### src/rtl/mem_bist_ctrl.sv
// Memory BIST controller: writes an incrementing pattern (seed + k) over a
// window of locations, reads the window back, compares each returned word
// and reports the miscompare count and the first failing address.
module mem_bist_ctrl #(
   parameter int unsigned WIDTH      = 8,
   parameter int unsigned DEPTH      = 1024,
   parameter int unsigned ADDR_LINES = 10
) (
   input  logic                  clk_i,
   input  logic                  rst_i,
   input  logic                  start_i,
   input  logic [ADDR_LINES-1:0] start_addr_i,
   input  logic [ADDR_LINES:0]   num_locs_i,
   input  logic [WIDTH-1:0]      seed_i,
   output logic                  valid_o,
   output logic                  wr_rd_o,
   output logic [ADDR_LINES-1:0] addr_o,
   output logic [WIDTH-1:0]      wr_data_o,
   input  logic [WIDTH-1:0]      rd_data_i,
   input  logic                  ready_i,
   output logic                  busy_o,
   output logic                  done_o,
   output logic                  pass_o,
   output logic [ADDR_LINES:0]   err_cnt_o,
   output logic [ADDR_LINES-1:0] first_err_addr_o,
   output logic                  cfg_err_o
);

   typedef enum logic [2:0] {
      S_IDLE,
      S_WRITE,
      S_READ,
      S_DRAIN,
      S_DONE
   } state_e;

   localparam logic [ADDR_LINES+1:0] DEPTH_W = (ADDR_LINES+2)'(DEPTH);
   localparam logic [ADDR_LINES:0]   K_ONE   = (ADDR_LINES+1)'(1);

   state_e                state_q, state_d;
   logic [ADDR_LINES-1:0] start_q, start_d;
   logic [ADDR_LINES:0]   num_q, num_d;
   logic [WIDTH-1:0]      seed_q, seed_d;
   logic [ADDR_LINES:0]   k_q, k_d;
   logic                  cmp_pend_q, cmp_pend_d;
   logic [WIDTH-1:0]      exp_q, exp_d;
   logic [ADDR_LINES-1:0] cmp_addr_q, cmp_addr_d;
   logic [ADDR_LINES:0]   err_cnt_q, err_cnt_d;
   logic [ADDR_LINES-1:0] first_err_q, first_err_d;
   logic                  pass_q, pass_d;
   logic                  cfg_err_q, cfg_err_d;

   logic [ADDR_LINES+1:0] end_sum;
   logic                  cfg_ok;
   logic                  last_k;
   logic [ADDR_LINES-1:0] cur_addr;
   logic [WIDTH-1:0]      pattern;

   // Start validation is done two bits wider so start + num cannot overflow.
   assign end_sum  = {2'b00, start_addr_i} + {1'b0, num_locs_i};
   assign cfg_ok   = (num_locs_i != '0) && (end_sum <= DEPTH_W);
   assign last_k   = (k_q == (num_q - K_ONE));
   assign cur_addr = start_q + k_q[ADDR_LINES-1:0];
   assign pattern  = seed_q + WIDTH'(k_q);

   // State register
   always_ff @(posedge clk_i or posedge rst_i) begin
      if (rst_i) begin
         state_q <= S_IDLE;
      end else begin
         state_q <= state_d;
      end
   end

   // Next-state logic: each pass advances only on an accepted transfer of the last offset
   always_comb begin
      state_d = state_q;
      case (state_q)
         S_IDLE:  if (start_i && cfg_ok) state_d = S_WRITE;
         S_WRITE: if (ready_i && last_k) state_d = S_READ;
         S_READ:  if (ready_i && last_k) state_d = S_DRAIN;
         S_DRAIN: state_d = S_DONE;
         S_DONE:  state_d = S_IDLE;
         default: state_d = S_IDLE;
      endcase
   end

   // Output decode: memory request and status strobes from the current state
   always_comb begin
      valid_o   = 1'b0;
      wr_rd_o   = 1'b0;
      addr_o    = '0;
      wr_data_o = '0;
      busy_o    = 1'b1;
      done_o    = 1'b0;
      case (state_q)
         S_IDLE: busy_o = 1'b0;
         S_WRITE: begin
            valid_o   = 1'b1;
            wr_rd_o   = 1'b1;
            addr_o    = cur_addr;
            wr_data_o = pattern;
         end
         S_READ: begin
            valid_o = 1'b1;
            addr_o  = cur_addr;
         end
         S_DONE: done_o = 1'b1;
         default: ;
      endcase
   end

   // Datapath next-state: config latch, offset counter, pipelined read compare
   always_comb begin
      start_d     = start_q;
      num_d       = num_q;
      seed_d      = seed_q;
      k_d         = k_q;
      cmp_pend_d  = 1'b0;
      exp_d       = exp_q;
      cmp_addr_d  = cmp_addr_q;
      err_cnt_d   = err_cnt_q;
      first_err_d = first_err_q;
      pass_d      = pass_q;
      cfg_err_d   = 1'b0;

      // Data for a read accepted last edge is on rd_data_i now.
      if (cmp_pend_q && (rd_data_i != exp_q)) begin
         if (err_cnt_q != '1) err_cnt_d = err_cnt_q + K_ONE;
         if (err_cnt_q == '0) first_err_d = cmp_addr_q;
      end

      case (state_q)
         S_IDLE: begin
            if (start_i) begin
               if (cfg_ok) begin
                  start_d     = start_addr_i;
                  num_d       = num_locs_i;
                  seed_d      = seed_i;
                  k_d         = '0;
                  err_cnt_d   = '0;
                  first_err_d = '0;
                  pass_d      = 1'b0;
               end else begin
                  cfg_err_d = 1'b1;
               end
            end
         end
         S_WRITE: begin
            if (ready_i) k_d = last_k ? '0 : k_q + K_ONE;
         end
         S_READ: begin
            if (ready_i) begin
               cmp_pend_d = 1'b1;
               exp_d      = pattern;
               cmp_addr_d = cur_addr;
               k_d        = last_k ? '0 : k_q + K_ONE;
            end
         end
         // The final compare lands on this edge, so pass uses the updated count.
         S_DRAIN: pass_d = (err_cnt_d == '0);
         default: ;
      endcase
   end

   // Datapath registers
   always_ff @(posedge clk_i or posedge rst_i) begin
      if (rst_i) begin
         start_q     <= '0;
         num_q       <= '0;
         seed_q      <= '0;
         k_q         <= '0;
         cmp_pend_q  <= 1'b0;
         exp_q       <= '0;
         cmp_addr_q  <= '0;
         err_cnt_q   <= '0;
         first_err_q <= '0;
         pass_q      <= 1'b0;
         cfg_err_q   <= 1'b0;
      end else begin
         start_q     <= start_d;
         num_q       <= num_d;
         seed_q      <= seed_d;
         k_q         <= k_d;
         cmp_pend_q  <= cmp_pend_d;
         exp_q       <= exp_d;
         cmp_addr_q  <= cmp_addr_d;
         err_cnt_q   <= err_cnt_d;
         first_err_q <= first_err_d;
         pass_q      <= pass_d;
         cfg_err_q   <= cfg_err_d;
      end
   end

   assign pass_o           = pass_q;
   assign err_cnt_o        = err_cnt_q;
   assign first_err_addr_o = first_err_q;
   assign cfg_err_o        = cfg_err_q;

endmodule

### config.mk
export PLATFORM = sky130hd
export DESIGN_NAME = mem_bist_ctrl
export DESIGN_NICKNAME = d
export VERILOG_FILES = /design/src/rtl/mem_bist_ctrl.sv
export SDC_FILE = /design/constraint.sdc
export NUM_CORES = 1
export LEC_CHECK = 0
export ABC_AREA = 1
export CAP_MARGIN = 20
export CORE_UTILIZATION = 55
export DETAILED_ROUTE_END_ITERATION = 10
export DONT_BUFFER_PORTS = 1
export GPL_TIMING_DRIVEN = 0
export PLACE_DENSITY_LB_ADDON = 0.25
export SETUP_SLACK_MARGIN = 0.15
export SLEW_MARGIN = 40
export SYNTH_ARGS = -nofsm -noshare
export SYNTH_HDL_FRONTEND = slang
export SYNTH_SLANG_ARGS = --single-unit
export TNS_END_PERCENT = 10
### constraint.sdc
create_clock -name clk_i -period 3.44 [get_ports clk_i]
set_input_delay 0.172 -clock clk_i [delete_from_list [all_inputs] [get_ports clk_i]]
set_output_delay 0.172 -clock clk_i [all_outputs]
set_load 0.01 [all_outputs]
==> out/qor.yml <==
stdcell_count: 1024
drc: 0
clkSinkCount: 85
placed_area_sq_mm: 0.00624
yosysMostFrequentCell: "nand2_1"
cp_max_fo: 10
min_path_type: "in -> reg"
fin_skew_ns: 0.0115
rows: 37
cts_buffers: 9
place.gp.congestion: 0.869
fin_ws_ns: 0.324
dr.pass1.iters: 5
grt_usage: 0.277
htree_levels: 3
ioPinCount: 86
critPathBufInv: 1
avgSynthCellArea_sq_um: 7.18
grt_pass1_wl_um: 24600
cts_tree: "yes"
path_class: "reg -> out"
required_ns: 3.27
antenna_found_initial: 0
power.density_mw_per_mm2: 720
nNetsFinal: 957
cpMostUsedCell: "nand2_1"
status: "complete, no violations"
crit_family: "simple AND/OR/NAND/NOR gates"
yosysTopAreaCell: "dfrtp_1"
max-cap-violations: 0
relSlewSlack: 0.699
yosys_warnings: 0
die_height_um: 107
port_buffers: 0
place_inst: 979
drive_gt1_frac: 0.108
place_ws_ns: 0.739
coreArea_sq_mm: 0.0105
final-setup-viol-count: 0
min_period_over_period: 0.906
viasPerCell: 5.25
synthTopCellsByArea: "dfrtp_1 35%, nand2_1 15%, inv_1 7.5%, ha_1 6.2%, nand3_1 5.0%"
setup_tns_ns: 0
syn_inst: 842
fill_cells: 923
synth_cell_types: 47
syn_to_final_growth_pct: 11.8
clock_latency_ns: 0.36
ys_seq_area_frac: 0.352
grt_max_degree: 47
cp.arrival_ns: 2.94
die_area_sq_mm: 0.0114
fmax_mhz: 321
worstMarginPinSlew_ns: 0.449
drt_iter0_markers: 293
p_leak_nw: 3.60
cp_cell_sequence: "ha_1 > inv_1 > fa_1 > o21ai_0 > nand2_1 > nand2_1 > nand2_1 > nand2_1 > nand2_1 > nand2_1 > a21oi_1 > or2_2 > nand2_1 > nor2_1"
cp_slowest_cell: "dfrtp_1"
grt_overflow_total: 0
antenna_cells: 0
clock_path_buffers: 2
multi_input_area_sq_mm: 0.00326
fp.dieW_um: 107
ff_latch_area_sq_mm: 0.00213
yosysTopAreaCellShare: 0.352
finalInstanceArea_sq_mm: 0.00676
ys_async_sr_fraction: 1.00
antenna_left: 0
synth_flop_cell: "dfrtp_1"
post-dp-hpwl_um: 11600
max_stage_delay_ns: 0.61
grt_pass1_vias: 5162
synth-seq-cells: 85
start_kind: "register"
detail_route.wl_per_cell_um: 14.7
clk_pin_slew_worst_paths_ns: 0.09
synth_nets: 916
slew_viol_final: 0
fin_crit_ns: 3.12
wl_um: 15000
syn_area_sq_mm: 0.00605
start_util: 0.575
synth_edf_count: 0
rsz0062_at_grt: "no"
ir_worst_vdd_uv: 381
clock-root-buffer: "clkbuf_8"
crit_path_end_kind: "output pin"
hold_violations: 0
num_vias: 5380
synthTopCellsByCount: "236 x nand2_1, 120 x inv_1, 85 x dfrtp_1, 64 x nor2_1, 61 x nand3_1"
-- worst reg2reg max path: cells and delay by family (launching register included) --
family	cells	cell delay, ns
DFF	1	0.61
AOI/OAI and AO/OA	2	0.40
buffers and inverters	1	0.06
and+or+nand+nor	9	0.81
adders and majority gates	2	0.67
-- cell usage in the layout, fill, tap and decap left out, types with 8 or more instances in the layout --
cell type / n
a21oi_1: 17
dfrtp_1: 85
inv_1: 119
nor2_1: 64
nand4_1: 11
clkbuf_8: 9
nand2_1: 236
nand2_2: 21
nor3_1: 8
o21ai_1: 30
xor2_1: 30
inv_2: 16
xnor2_1: 12
nand3_1: 61
o21ai_0: 35
dlygate4sd3_1: 29
ha_1: 30
-- layer usage --
layer | GRT usage | routed length, um | vias up
met1 | 0.347 | 6660 | 2482
met5 | 0 | 0 | -
li1 | - | - | 2722
met3 | 0.0438 | 707 | 23
met2 | 0.485 | 7350 | 153
met4 | 0.0959 | 310 | 0
-- flip-flops by register name, summed over array words and instances (netlist names) --
signal            cells
err_cnt_o            11
cfg_err_o             1
cmp_pend_q            1
cmp_addr_q           10
exp_q                 8
pass_o                1
start_q              10
state_q               3
first_err_addr_o     10
seed_q                8
k_q                  11
num_q                11
-- kinds of logic (layout without fill, tap and decap cells) --
kind of cell             after synthesis  after routing  share of synthesized area
XOR/XNOR                              44             44                     0.0673
adder cells (fa/ha/maj)               33             33                     0.0720
buffers and inverters                159            205                      0.109
AO/OA/AOI/OAI                         92             92                     0.0828
AND/OR/NAND/NOR                      429            429                      0.317
flip-flops                            85             85                      0.352
-- report_power, final --
part,switching (mW),internal (mW)
registers,0.387,1.35
logic,1.47,0.838
clock network,0.398,0.419
total,2.26,2.61
-- final cells by class --
type                            instances  area share
Inverter                              138      0.0774
Buffer                                 21      0.0213
Timing Repair Buffer                   30      0.0459
Clock buffer                            9      0.0183
Tap cell                              136      0.0252
Multi-Input combinational cell        598       0.482
Sequential cell                        85       0.315
Clock inverter                          7      0.0154
-- metrics by stage --
stage / hold slack (ns) / util / total power [mW]
floorplan: 0.291 / - / 3.43
global placement: 0.295 / 0.591 / 3.89
detailed placement: 0.0782 / 0.594 / 3.99
CTS: 0.00296 / 0.643 / 4.86
global route: 0.00420 / 0.643 / 5.25
finish: 0.0268 / 0.643 / 4.87
-- what timing repair did --
item / in CTS / in global routing
hold endpoints to repair: 73 / 0
hold buffers: 29 / 0
gates resized for setup: 0 / 0
setup buffers: 0 / 0
-- path summary, 6_finish.rpt --
| kind | to | slack [ns] | cells after the start | from |
|---|---|---|---|---|
| max | addr_o[8] | 0.32 | 14 | k_q[0] |
| min | num_q[1] | 0.03 | 2 | num_locs_i[1] |
| max reg2reg | cmp_addr_q[8] | 0.79 | 14 | k_q[0] |
| min reg2reg | cmp_addr_q[3] | 0.49 | 2 | cmp_addr_q[3] |
| max in group asynchronous | k_q[1] | 2.58 | 3 | rst_i |
| min in group asynchronous | exp_q[2] | 0.31 | 2 | rst_i |
Power figures use the tool's default switching activity.
